--- src/rtl/signal_arbiter_pkg.sv ---
// Shared constants and the round-robin grant helper for signal_arbiter.
// The grant helper searches at most MAX_CHANNELS requesters starting at a pointer.
package signal_arbiter_pkg;

  localparam int DEF_WIDTH    = 32;
  localparam int DEF_CHANNELS = 4;
  localparam int DEF_DEPTH    = 4;
  localparam int DROP_CNT_W   = 16;
  localparam int MAX_CHANNELS = 16;

  // Returns {found, index}: first set bit of req at or after ptr, wrapping at n-1.
  function automatic logic [4:0] rr_grant(input logic [MAX_CHANNELS-1:0] req,
                                          input logic [3:0]              ptr,
                                          input int                      n);
    logic [4:0] res;
    int         idx;
    res = '0;
    idx = 0;
    // Walk downward so the lowest offset from ptr is the last (winning) assignment.
    for (int k = MAX_CHANNELS - 1; k >= 0; k--) begin
      if (k < n) begin
        idx = int'(ptr) + k;
        if (idx >= n) idx = idx - n;
        if (req[idx[3:0]]) res = {1'b1, idx[3:0]};
      end
    end
    return res;
  endfunction

endpackage

--- src/rtl/signal_fifo.sv ---
// Per-channel FIFO: DEPTH words, registered read port, pointer-based full/empty.
// A write while full is accepted only when a read happens in the same cycle.
module signal_fifo
  import signal_arbiter_pkg::*;
#(
  parameter int WIDTH = DEF_WIDTH,
  parameter int DEPTH = DEF_DEPTH
) (
  input  logic             CLK,
  input  logic             RESET,
  input  logic             wr_en,
  input  logic [WIDTH-1:0] wr_data,
  input  logic             rd_en,
  output logic [WIDTH-1:0] rd_data,
  output logic             full,
  output logic             empty
);

  localparam int AW = $clog2(DEPTH);

  logic [WIDTH-1:0] mem [DEPTH];
  logic [AW:0]      wr_ptr_reg, wr_ptr_next;
  logic [AW:0]      rd_ptr_reg, rd_ptr_next;
  logic [WIDTH-1:0] rd_data_reg;
  logic             wr_ok;
  logic             rd_ok;

  assign empty = (wr_ptr_reg == rd_ptr_reg);
  assign full  = (wr_ptr_reg[AW] != rd_ptr_reg[AW]) &&
                 (wr_ptr_reg[AW-1:0] == rd_ptr_reg[AW-1:0]);
  assign rd_ok = rd_en && !empty;
  assign wr_ok = wr_en && (!full || rd_ok);

  always_comb begin
    wr_ptr_next = wr_ptr_reg;
    rd_ptr_next = rd_ptr_reg;
    if (wr_ok) wr_ptr_next = wr_ptr_reg + 1'b1;
    if (rd_ok) rd_ptr_next = rd_ptr_reg + 1'b1;
  end

  // Storage carries no reset so it maps onto block RAM; pointers define validity.
  always_ff @(posedge CLK) begin
    if (wr_ok) mem[wr_ptr_reg[AW-1:0]] <= wr_data;
  end

  always_ff @(posedge CLK or posedge RESET) begin
    if (RESET) begin
      wr_ptr_reg  <= '0;
      rd_ptr_reg  <= '0;
      rd_data_reg <= '0;
    end else begin
      wr_ptr_reg <= wr_ptr_next;
      rd_ptr_reg <= rd_ptr_next;
      // Read-before-write: a full FIFO read and written together returns the old head.
      if (rd_ok) rd_data_reg <= mem[rd_ptr_reg[AW-1:0]];
    end
  end

  assign rd_data = rd_data_reg;

endmodule

--- src/rtl/signal_arbiter.sv ---
// Round-robin arbiter merging CHANNELS buffered input streams onto one registered output.
// Optional feature: define SIGNAL_ARBITER_DROP_CNT_EN to add per-channel DROP_CNT counters.
module signal_arbiter
  import signal_arbiter_pkg::*;
#(
  parameter int WIDTH    = DEF_WIDTH,
  parameter int CHANNELS = DEF_CHANNELS,
  parameter int DEPTH    = DEF_DEPTH
) (
  input  logic                        CLK,
  input  logic                        RESET,
  input  logic [CHANNELS*WIDTH-1:0]   IN_VALUE,
  input  logic [CHANNELS-1:0]         IN_VALID,
  output logic [WIDTH-1:0]            OUT_VALUE,
  output logic                        OUT_VALID,
  output logic [$clog2(CHANNELS)-1:0] OUT_CHANNEL,
  output logic [CHANNELS-1:0]         OVERFLOW,
  input  logic [CHANNELS-1:0]         OVERFLOW_CLEAR
`ifdef SIGNAL_ARBITER_DROP_CNT_EN
  ,
  output logic [CHANNELS*DROP_CNT_W-1:0] DROP_CNT
`endif
);

  localparam int CW = $clog2(CHANNELS);

  logic [CHANNELS-1:0] fifo_full;
  logic [CHANNELS-1:0] fifo_empty;
  logic [CHANNELS-1:0] rd_en;
  logic [CHANNELS-1:0] drop;
  logic [WIDTH-1:0]    rd_data [CHANNELS];

  logic [4:0]          grant;
  logic                grant_vld;
  logic [CW-1:0]       grant_idx;

  logic [CW-1:0]       ptr_reg, ptr_next;
  logic [CW-1:0]       out_channel_reg, out_channel_next;
  logic                out_valid_reg, out_valid_next;
  logic [CHANNELS-1:0] overflow_reg, overflow_next;

  genvar gi;
  generate
    for (gi = 0; gi < CHANNELS; gi++) begin : g_fifo
      signal_fifo #(
        .WIDTH (WIDTH),
        .DEPTH (DEPTH)
      ) u_fifo (
        .CLK     (CLK),
        .RESET   (RESET),
        .wr_en   (IN_VALID[gi]),
        .wr_data (IN_VALUE[gi*WIDTH +: WIDTH]),
        .rd_en   (rd_en[gi]),
        .rd_data (rd_data[gi]),
        .full    (fifo_full[gi]),
        .empty   (fifo_empty[gi])
      );
    end
  endgenerate

  // Grants look only at registered FIFO occupancy, so same-cycle writes cannot be granted.
  always_comb begin
    grant            = rr_grant(MAX_CHANNELS'(~fifo_empty), 4'(ptr_reg), CHANNELS);
    grant_vld        = grant[4];
    grant_idx        = CW'(grant[3:0]);
    rd_en            = '0;
    ptr_next         = ptr_reg;
    out_channel_next = out_channel_reg;
    out_valid_next   = grant_vld;
    if (grant_vld) begin
      rd_en[grant_idx] = 1'b1;
      out_channel_next = grant_idx;
      ptr_next         = (grant_idx == CW'(CHANNELS - 1)) ? '0 : grant_idx + 1'b1;
    end
    drop          = IN_VALID & fifo_full & ~rd_en;
    overflow_next = drop | (overflow_reg & ~OVERFLOW_CLEAR);
  end

  always_ff @(posedge CLK or posedge RESET) begin
    if (RESET) begin
      ptr_reg         <= '0;
      out_channel_reg <= '0;
      out_valid_reg   <= 1'b0;
      overflow_reg    <= '0;
    end else begin
      ptr_reg         <= ptr_next;
      out_channel_reg <= out_channel_next;
      out_valid_reg   <= out_valid_next;
      overflow_reg    <= overflow_next;
    end
  end

  // The granted FIFO's read register holds the word; it only changes on that channel's next grant.
  assign OUT_VALUE   = rd_data[out_channel_reg];
  assign OUT_VALID   = out_valid_reg;
  assign OUT_CHANNEL = out_channel_reg;
  assign OVERFLOW    = overflow_reg;

`ifdef SIGNAL_ARBITER_DROP_CNT_EN
  logic [DROP_CNT_W-1:0] drop_cnt_reg [CHANNELS];

  generate
    for (gi = 0; gi < CHANNELS; gi++) begin : g_drop_cnt
      always_ff @(posedge CLK or posedge RESET) begin
        if (RESET) begin
          drop_cnt_reg[gi] <= '0;
        end else if (OVERFLOW_CLEAR[gi]) begin
          drop_cnt_reg[gi] <= '0;
        end else if (drop[gi] && (drop_cnt_reg[gi] != '1)) begin
          drop_cnt_reg[gi] <= drop_cnt_reg[gi] + 1'b1;
        end
      end
      assign DROP_CNT[gi*DROP_CNT_W +: DROP_CNT_W] = drop_cnt_reg[gi];
    end
  endgenerate
`endif

endmodule

--- config.mk ---
export PLATFORM = sky130hd
export DESIGN_NAME = signal_arbiter
export DESIGN_NICKNAME = d
export VERILOG_FILES = /design/src/rtl/signal_arbiter_pkg.sv /design/src/rtl/signal_fifo.sv /design/src/rtl/signal_arbiter.sv
export SDC_FILE = /design/constraint.sdc
export NUM_CORES = 1
export LEC_CHECK = 0
export ABC_AREA = 1
export CELL_PAD_IN_SITES_DETAIL_PLACEMENT = 1
export CELL_PAD_IN_SITES_GLOBAL_PLACEMENT = 1
export CORE_ASPECT_RATIO = 0.7
export CORE_UTILIZATION = 35
export CTS_CLUSTER_DIAMETER = 150
export DETAILED_ROUTE_END_ITERATION = 7
export HOLD_SLACK_MARGIN = 0.15
export PLACE_DENSITY_LB_ADDON = 0.1
export SYNTH_ARGS = -nofsm -noshare
export SYNTH_HDL_FRONTEND = slang
export SYNTH_HIERARCHICAL = 1
export SYNTH_SLANG_ARGS = --single-unit
export TNS_END_PERCENT = 5
--- constraint.sdc ---
create_clock -name CLK -period 4.63 [get_ports CLK]
set_input_delay 0.926 -clock CLK [delete_from_list [all_inputs] [get_ports CLK]]
set_output_delay 0.926 -clock CLK [all_outputs]
set_load 0.01 [all_outputs]
==> impl_table.tex, run 1 <==
\begin{tabular}{lr}
\hline
Metric & Value \\
\hline
\multicolumn{2}{l}{\textbf{Run status}} \\
\quad Result of the run & finished, final reports clean \\
\multicolumn{2}{l}{\textbf{Yosys}} \\
\quad Top flip-flop cell by instance count after synthesis & edfxtp\_1 \\
\quad Area of the mapped netlist & approximately 28000 sq um \\
\quad Mux contribution to synthesized area & 0 \\
\quad Syn Nets & 2623 \\
\quad Fraction of synthesized cell area in xor and xnor cells & 0.00406 \\
\quad Part of the Yosys area used for sequential elements & 0.700 \\
\quad Share of flip-flops with an asynchronous set or reset & 0.239 \\
\quad Portion of synthesized cell area occupied by the leading cell type & 0.555 \\
\quad Synthesis Warnings & 6 \\
\quad Adder-cell share of the synthesized area & 0.0131 \\
\quad Synth Area in Compound Gates & 0.0887 \\
\quad Most frequent cells after synthesis & edfxtp\_1 (512), nor2\_1 (471), o21ai\_0 (371) \\
\quad Cell variety after synth & 29 \\
\quad Syn Area/Cell & $\sim$11 sq um \\
\quad Synth area leaders & edfxtp\_1 (55\%), dfrtp\_1 (15\%), o21ai\_0 (6.7\%) \\
\quad Most instantiated library cell after synthesis & edfxtp\_1 \\
\quad Register bit total from synthesis & a little under 700 \\
\quad Yosys top cell by area & edfxtp\_1 \\
\quad Basic-gate share of the synthesized area counting and, or, nand and nor cells & 0.155 \\
\quad Cell count after synthesis & around 2500 \\
\quad Number of flops mapped to enable cells by yosys & a little over 500 \\
\quad Largest family of logic cells by synthesized area & simple AND/OR/NAND/NOR gates \\
\multicolumn{2}{l}{\textbf{Final layout}} \\
\quad Number of diodes added for antenna fixing & 0 \\
\quad Post-layout net count & between 2000 and 3000 \\
\quad Max FFs per register & about 500 \\
\quad FILL cells & 8264 \\
\quad Sequential cell area & about 19000 sq um \\
\quad Final Cell Area & roughly 33000 sq um \\
\quad Fraction of layout cells with a size suffix above 1 & 0.0798 \\
\quad Area growth syn-to-layout & 18.0\% \\
\quad Footprint of the multi-input gates & a little over 7000 sq um \\
\multicolumn{2}{l}{\textbf{Floorplan}} \\
\quad Horizontal die dimension & $\sim$340 um \\
\quad Die H & 237 um \\
\quad Effective utilization at floorplan & 0.357 \\
\quad Die Area & around 80000 sq um \\
\quad Floorplan Core Area & between 70000 and 80000 sq um \\
\quad Cell Rows & between 80 and 90 \\
\quad Number of placed I/O pins & $\sim$180 \\
\multicolumn{2}{l}{\textbf{Global routing}} \\
\quad Overall global routing resource usage & 0.204 \\
\quad Number of global-route vias before repair & around 19000 \\
\quad Gr ovfl total & 0 \\
\quad Antenna violations before repair & 7 \\
\quad First-pass GRT wire length & approximately 120000 um \\
\quad Largest net degree at the start of global routing & between 60 and 70 \\
\multicolumn{2}{l}{\textbf{Setup path}} \\
\quad CP Launch Point & OUT\_CHANNEL[0] \\
\quad Data arrival, critical path & 3.42 ns \\
\quad Slowest stage cell on the critical path & dfrtp\_2 \\
\quad Worst reg2reg endpoint & g\_fifo[3].u\_fifo/mem[2][15] \\
\quad Worst R2R Setup Slack & between 0.9 and 1 ns \\
\quad Worst Setup Start Kind & register \\
\quad Worst reg2reg path depth & 17 \\
\quad Kind of end point of the critical path & output pin \\
\quad Crit-path max cell delay & between 0.6 and 0.7 ns \\
\quad Cells traversed along the worst timing path & inv\_2, buf\_4, o21ai\_0, o22ai\_1, clkdlybuf4s50\_1 \\
\quad Kind of critical path & register to output pin \\
\quad Critical-path maximum fanout & 35 \\
\quad Launch point of the worst reg-to-reg path & ptr\_reg[0] \\
\quad Critical Path RT & 3.70 ns \\
\quad Crit path to & OUT\_VALUE[5] \\
\multicolumn{2}{l}{\textbf{Clock tree}} \\
\quad Maximum clock insertion buffer count & 3 \\
\quad CTS clock-pin slew for the worst setup and hold paths & 0.07 ns \\
\quad Root Buffer Master & clkbuf\_16 \\
\quad TritonCTS clock tree & done \\
\quad \# hold bufs at CTS & 0 \\
\quad Clock latency reported for the late side of the worst-skew pair & 0.61 ns \\
\quad CTS H-tree depth & 3 \\
\quad Resized Gates After CTS & 0 \\
\quad \# Post-CTS Setup Buffers & 0 \\
\quad Sinks on the clock net & $\sim$670 \\
\quad TritonCTS Buffers & 70 \\
\multicolumn{2}{l}{\textbf{Routing}} \\
\quad Length of the first detailed-routing pass in iterations & 5 \\
\quad DRC Markers & 0 \\
\quad Remaining antenna violation count & 0 \\
\quad Vias per cell & around 5 \\
\quad Wire length per cell & 22.0 um \\
\quad Total number of vias & 18768 \\
\quad Initial DRC count & approximately 1200 \\
\quad Total wirelength of the detailed-routed design & $\sim$80000 um \\
\multicolumn{2}{l}{\textbf{Place}} \\
\quad HPWL reported at the end of detailed placement & about 55000 um \\
\quad Worst Setup Slack post-DPL & $\sim$0.95 ns \\
\quad Cell area after placement & a little over 30000 sq um \\
\quad Port bufs & $\sim$180 \\
\quad Final weighted congestion in routability-driven placement & approximately 0.94 \\
\multicolumn{2}{l}{\textbf{STA}} \\
\quad Number of failing setup endpoints in the final timing report & 0 \\
\quad Number of pins exceeding their max-slew limit in the final report & 0 \\
\quad Final worst path period need & roughly 4.3 ns \\
\quad Total Negative Setup Slacks & 0 ns \\
\quad Worst relative slew slack & 0.210 \\
\quad Final clock skew & between 0.02 and 0.025 ns \\
\quad Worst-margin pin slew & approximately 1.2 ns \\
\quad F\_max & 230 MHz \\
\quad Worst-case setup margin in the final layout & 0.289 ns \\
\quad Fin crit share & 0.938 \\
\quad RSZ-0062 raised after global routing & no \\
\quad Final-report hold violation count & 0 \\
\quad Minimum hold slack & $\sim$0.49 ns \\
\multicolumn{2}{l}{\textbf{Hold path}} \\
\quad Class of the tightest hold or removal check & register to register \\
\multicolumn{2}{l}{\textbf{Power}} \\
\quad Power per standard cell area & $\sim$790 nW/um\^{}2 \\
\quad Static leakage & between 10 and 15 nW \\
\quad Max IR drop VDD & roughly 0.00042 V \\
\quad Overall power of the completed layout & $\sim$0.026 W \\
\multicolumn{2}{l}{\textbf{Run}} \\
\quad MaxCap Viol Count & 0 \\
\hline
\end{tabular}
==> how the worst min path moves through the flow <==
| stage | from | endpoint | slack [ns] | cells after the start |
|---|---|---|---|---|
| 2_1_floorplan | g_fifo[2].u_fifo/rd_data[10] | g_fifo[2].u_fifo/rd_data[10] | 0.44 | 2 |
| 3_3_place_gp | OVERFLOW[3] | OVERFLOW[3] | 0.47 | 2 |
| 3_5_place_dp | g_fifo[2].u_fifo/rd_data[10] | g_fifo[2].u_fifo/rd_data[10] | 0.47 | 2 |
| 4_1_cts | g_fifo[2].u_fifo/rd_data[10] | g_fifo[2].u_fifo/rd_data[10] | 0.48 | 2 |
| 5_1_grt | g_fifo[2].u_fifo/rd_data[11] | g_fifo[2].u_fifo/rd_data[11] | 0.51 | 2 |
| 6_report | g_fifo[2].u_fifo/rd_data[10] | g_fifo[2].u_fifo/rd_data[10] | 0.49 | 2 |
==> layer usage <==
metal	vias to the layer above	track usage	routed length [um]
met1	9563	0.298	39400
met4	2	0.0348	1020
li1	8765	-	-
met5	-	0	11
met3	77	0.0485	4610
met2	361	0.312	36300
==> critical path, delay by kind of cell, from the launching register on <==
family,cells,cell delay [ns]
flip-flops,1,0.63
AO/OA/AOI/OAI,2,0.54
buffers and inverters,3,1.60
==> placed cells by master (no fill, tap or decap), types with 22 or more instances in the layout <==
master and count:
o21ai_0 371, nand2_1 364, clkbuf_16 71, dfrtp_1 152, clkdlybuf4s50_1 176, buf_4 46
inv_1 72, o21ai_1 78, edfxtp_1 512, nor2_1 455, nand3_1 160, ha_1 29
o22ai_1 32, nand2_2 22
==> final cells by class <==
| class | instances | share of cell area |
|---|---|---|
| Tap cell | 1044 | 0.0399 |
| Clock buffer | 90 | 0.0571 |
| Inverter | 79 | 0.00937 |
| Multi-Input combinational cell | 1560 | 0.222 |
| Timing Repair Buffer | 222 | 0.0644 |
| Sequential cell | 673 | 0.593 |
| Clock inverter | 32 | 0.0133 |
==> report_power, final <==
group          switching [W]  internal, W  total, W
logic                0.00754      0.00313    0.0107
registers            0.00101      0.00835   0.00936
clock network        0.00234      0.00346   0.00580
total                 0.0109       0.0149    0.0258
==> stage by stage <==
step / utilization / instances
after floorplan: - / 2456
after global placement: 0.392 / 3578
after detailed placement: 0.392 / 3578
after CTS: 0.421 / 3700
after global routing: 0.421 / 3700
final: 0.421 / 3700
==> logic make-up after synthesis <==
logic type / count (synthesis)
fa+ha+maj: 29
xor+xnor: 12
buf+inv: 223
compound gates: 482
simple gates: 1037
flops: 673
(Power assumes the default switching activity.)
==> inputs of run 2 (changes only) <==
--- a/config.mk
+++ b/config.mk
@@ -18,4 +18,3 @@
 export SYNTH_HDL_FRONTEND = slang
 export SYNTH_HIERARCHICAL = 1
 export SYNTH_SLANG_ARGS = --single-unit
-export TNS_END_PERCENT = 5
==> results of run 2 <==
No change in the layout: final DEF, timing and power equal those of run 1.
==> inputs of run 3 (changes only) <==
--- a/config.mk
+++ b/config.mk
@@ -5,14 +5,13 @@
 export SDC_FILE = /design/constraint.sdc
 export NUM_CORES = 1
 export LEC_CHECK = 0
-export ABC_AREA = 1
 export CELL_PAD_IN_SITES_DETAIL_PLACEMENT = 1
 export CELL_PAD_IN_SITES_GLOBAL_PLACEMENT = 1
 export CORE_ASPECT_RATIO = 0.7
 export CORE_UTILIZATION = 35
+export CTS_BUF_LIST = sky130_fd_sc_hd__clkbuf_2 sky130_fd_sc_hd__clkbuf_4 sky130_fd_sc_hd__clkbuf_8
 export CTS_CLUSTER_DIAMETER = 150
 export DETAILED_ROUTE_END_ITERATION = 7
-export HOLD_SLACK_MARGIN = 0.15
 export PLACE_DENSITY_LB_ADDON = 0.1
 export SYNTH_ARGS = -nofsm -noshare
 export SYNTH_HDL_FRONTEND = slang
==> run 3 against run 2 <==
Against the previous run:
- cell count shrank 30%
- combinational power shrank 9%
- area after synthesis shrank 3.4%
- critical path type is now register to register
- critical endpoint is now g_fifo[1].u_fifo/mem[3][7]
==> impl_table.tex, run 3 <==
\begin{tabular}{lr}
\hline
Metric & Value \\
\hline
\multicolumn{2}{l}{\textbf{Power}} \\
\quad Switching share of total power & 0.346 (-0.0758) \\
\quad Clock network power share & 0.212 (-0.012) \\
\quad Static leakage & 11.1 nW (-11\%) \\
\quad Portion of total power attributed to combinational logic & 0.398 (-0.015) \\
\quad Overall power of the completed layout & 0.0244 W (-5.4\%) \\
\quad Relative contribution of sequential cells to total power & 0.389 (+0.027) \\
\quad Power per standard cell area & 763 nW/um\^{}2 (-3.4\%) \\
\quad Power spent charging and discharging nets & 0.00846 W (-22\%) \\
\quad Pint & 0.0160 W (+7.0\%) \\
\quad Max IR drop VDD & 0.000267 V (-36\%) \\
\multicolumn{2}{l}{\textbf{Clock tree}} \\
\quad TritonCTS clock tree & done \\
\quad \# hold bufs at CTS & 0 (unchanged) \\
\quad Clock latency reported for the late side of the worst-skew pair & 0.71 ns (+0.10 ns) \\
\quad Sinks on the clock net & 673 (unchanged) \\
\quad CTS clock-pin slew for the worst setup and hold paths & 0.06 ns (about the same) \\
\quad Resized Gates After CTS & 0 (unchanged) \\
\quad Root Buffer Master & clkbuf\_8 \\
\quad Maximum clock insertion buffer count & 3 (unchanged) \\
\quad CTS H-tree depth & 3 (unchanged) \\
\quad TritonCTS Buffers & 107 (+53\%) \\
\quad \# Post-CTS Setup Buffers & 0 (unchanged) \\
\multicolumn{2}{l}{\textbf{Routing}} \\
\quad Total number of vias & 12771 (-32\%) \\
\quad Remaining antenna violation count & 0 (unchanged) \\
\quad Wire length per cell & 26.0 um (+18\%) \\
\quad Vias per cell & 4.91 (-3.2\%) \\
\quad DRC Markers & 0 (unchanged) \\
\quad Length of the first detailed-routing pass in iterations & 4 (-1) \\
\quad Total wirelength of the detailed-routed design & 67600 um (-17\%) \\
\quad Initial DRC count & 714 (-42\%) \\
\multicolumn{2}{l}{\textbf{Yosys}} \\
\quad Syn Nets & 1411 (-46\%) \\
\quad Synth area leaders & edfxtp\_1 (57\%), dfrtp\_1 (15\%), mux4\_2 (13\%) \\
\quad Cell variety after synth & 45 (+55\%) \\
\quad Top flip-flop cell by instance count after synthesis & edfxtp\_1 \\
\quad Number of flops mapped to enable cells by yosys & 512 (unchanged) \\
\quad Yosys top cell by area & edfxtp\_1 \\
\quad Part of the Yosys area used for sequential elements & 0.725 (+0.0246) \\
\quad Synthesis Warnings & 6 (unchanged) \\
\quad Register bit total from synthesis & 673 (unchanged) \\
\quad Cell count after synthesis & 1244 (-49\%) \\
\quad Most frequent cells after synthesis & edfxtp\_1 (512), dfrtp\_1 (161), mux4\_2 (160) \\
\quad Portion of synthesized cell area occupied by the leading cell type & 0.574 (+0.0195) \\
\quad Syn Area/Cell & 21.5 sq um (+91\%) \\
\quad Area of the mapped netlist & 26800 sq um (-3.4\%) \\
\quad Most instantiated library cell after synthesis & edfxtp\_1 \\
\quad Share of flip-flops with an asynchronous set or reset & 0.239 (unchanged) \\
\multicolumn{2}{l}{\textbf{Final layout}} \\
\quad Filler-free cell count of the finished design & 2601 (-30\%) \\
\quad Post-layout net count & 1686 (-39\%) \\
\quad Most frequent standard cell in the layout excluding fill and tap cells & edfxtp\_1 \\
\quad FILL cells & 7083 (-14\%) \\
\quad Fraction of layout cells with a size suffix above 1 & 0.339 (+0.259) \\
\quad Area growth syn-to-layout & 19.7\% \\
\quad Commonest cells after routing, fill and taps aside & edfxtp\_1 (512), clkdlybuf4s50\_1 (176), mux4\_2 (160) \\
\quad Max FFs per register & 512 (unchanged) \\
\multicolumn{2}{l}{\textbf{Setup path}} \\
\quad Data arrival, critical path & 4.63 ns (+1.21 ns) \\
\quad Critical-path maximum fanout & 26 (-26\%) \\
\quad Critical Path RT & 5.03 ns (+1.33 ns) \\
\quad Worst Setup Start Kind & register \\
\quad Kind of critical path & register to register \\
\quad Kind of end point of the critical path & register \\
\multicolumn{2}{l}{\textbf{Floorplan}} \\
\quad Cell Rows & 84 (-1.2\%) \\
\quad Number of placed I/O pins & 177 (unchanged) \\
\quad Die H & 233 um (-1.7\%) \\
\quad Die Area & 77600 sq um (-3.4\%) \\
\quad Effective utilization at floorplan & 0.355 (-0.00167) \\
\quad Floorplan Core Area & 75400 sq um (-2.9\%) \\
\quad Horizontal die dimension & 333 um (-1.7\%) \\
\multicolumn{2}{l}{\textbf{Global routing}} \\
\quad Overall global routing resource usage & 0.176 (-0.0275) \\
\quad Gr ovfl total & 0 (unchanged) \\
\quad Number of global-route vias before repair & 13768 (-29\%) \\
\quad Largest net degree at the start of global routing & 39 (-42\%) \\
\quad Antenna violations before repair & 5 (-2) \\
\quad First-pass GRT wire length & 97500 um (-21\%) \\
\multicolumn{2}{l}{\textbf{Place}} \\
\quad Port bufs & 176 (unchanged) \\
\quad Final weighted congestion in routability-driven placement & 0.765 (-18\%) \\
\quad HPWL reported at the end of detailed placement & 46100 um (-16\%) \\
\quad Placed Cells & 2399 (-33\%) \\
\multicolumn{2}{l}{\textbf{STA}} \\
\quad Minimum hold slack & 0.496 ns (+0.0111 ns) \\
\quad Worst-margin pin slew & 1.25 ns (+0.0643 ns) \\
\quad Total Negative Setup Slacks & 0 ns (unchanged) \\
\quad Worst relative slew slack & 0.168 (-0.0420) \\
\quad Number of pins exceeding their max-slew limit in the final report & 0 (unchanged) \\
\quad Number of failing setup endpoints in the final timing report & 0 (unchanged) \\
\quad F\_max & 237 MHz (+2.8\%) \\
\quad Final clock skew & 0.0241 ns (+0.00365 ns) \\
\quad Final worst path period need & 4.22 ns (-0.118 ns) \\
\quad RSZ-0062 raised after global routing & no \\
\quad Fin crit share & 0.912 (-0.0255) \\
\quad Final-report hold violation count & 0 (unchanged) \\
\multicolumn{2}{l}{\textbf{Hold path}} \\
\quad Class of the tightest hold or removal check & register to register \\
\multicolumn{2}{l}{\textbf{Run}} \\
\quad MaxCap Viol Count & 0 (unchanged) \\
\multicolumn{2}{l}{\textbf{Run status}} \\
\quad Result of the run & finished, final reports clean \\
\hline
\end{tabular}
-- run 3: cell families after synthesis --
family | after synthesis | synth area share
DFF | 673 | 0.725
muxes | 301 | 0.195
buffers and inverters | 94 | 0.0192
and+or+nand+nor | 65 | 0.0132
AOI/OAI and AO/OA | 45 | 0.0187
xor gates and xnor gates | 37 | 0.0160
adders and majority gates | 29 | 0.0135
-- run 3: power by group through the flow --
stage | sequential [W] | clock, W | combinational (W)
2_1_floorplan | 0.00911 | 0 | 0.00684
3_3_place_gp | 0.00959 | 0 | 0.00988
3_5_place_dp | 0.00967 | 0 | 0.00994
4_1_cts | 0.00955 | 0.00538 | 0.0100
5_1_grt | 0.00969 | 0.00559 | 0.0105
6_report | 0.00952 | 0.00518 | 0.00974
-- run 3: per-layer routing --
layer,vias up,share of wire,global-route usage
met5,-,0,0
met4,0,0.018,0.0446
met3,84,0.041,0.0315
met2,246,0.45,0.269
met1,6875,0.49,0.261
li1,5566,-,-
-- run 3: path summary, 6_finish.rpt --
| check | from | to | slack (ns) | cells after the start |
|---|---|---|---|---|
| min | g_fifo[1].u_fifo/rd_data[15] | g_fifo[1].u_fifo/rd_data[15] | 0.50 | 1 |
| max reg2reg | g_fifo[1].u_fifo/wr_ptr_reg[2] | g_fifo[1].u_fifo/mem[3][7] | 0.41 | 14 |
| min reg2reg | g_fifo[1].u_fifo/rd_data[15] | g_fifo[1].u_fifo/rd_data[15] | 0.50 | 1 |
| max in group asynchronous | RESET | g_fifo[0].u_fifo/rd_data[16] | 2.65 | 4 |
| min in group asynchronous | RESET | g_fifo[2].u_fifo/rd_data[1] | 0.82 | 2 |
| max | g_fifo[1].u_fifo/wr_ptr_reg[2] | g_fifo[1].u_fifo/mem[3][7] | 0.41 | 14 |
-- run 3: cell type report --
type	count	area, sq um	share of cell area
flip-flops and latches	673	19400	0.606
diodes	1	2.50	0.0000781
clock buffers	158	1910	0.0597
well taps	989	1240	0.0386
inverters	41	154	0.00480
repair buffers	219	2100	0.0654
multi-input cells	477	6950	0.217
clock inverters	43	285	0.00890
-- run 3: through the flow --
| step | setup WS [ns] | area [sq um] | util |
|---|---|---|---|
| 5_1_grt | 0.0296 | 32000 | 0.425 |
| 3_5_place_dp | 0.369 | 29800 | 0.396 |
| 3_3_place_gp | 0.437 | 29800 | 0.396 |
| 6_report | 0.407 | 32000 | 0.425 |
| 4_1_cts | 0.323 | 32000 | 0.425 |
| 2_1_floorplan | 0.335 | 26800 | - |
-- run 3: worst max-delay path, stage by stage (launching register included) --
cell and delay [ns]:
dfrtp_1 0.44, xor2_1 0.32, nor2_1 0.16, buf_4 0.18
mux2_4 0.30, nand4_4 0.09, nor2_1 0.06, or3_4 0.38
o21ai_1 0.20, ha_1 0.25, and2_4 0.18, o41ai_4 0.08
buf_4 0.20, nor2_4 0.73, buf_4 0.31
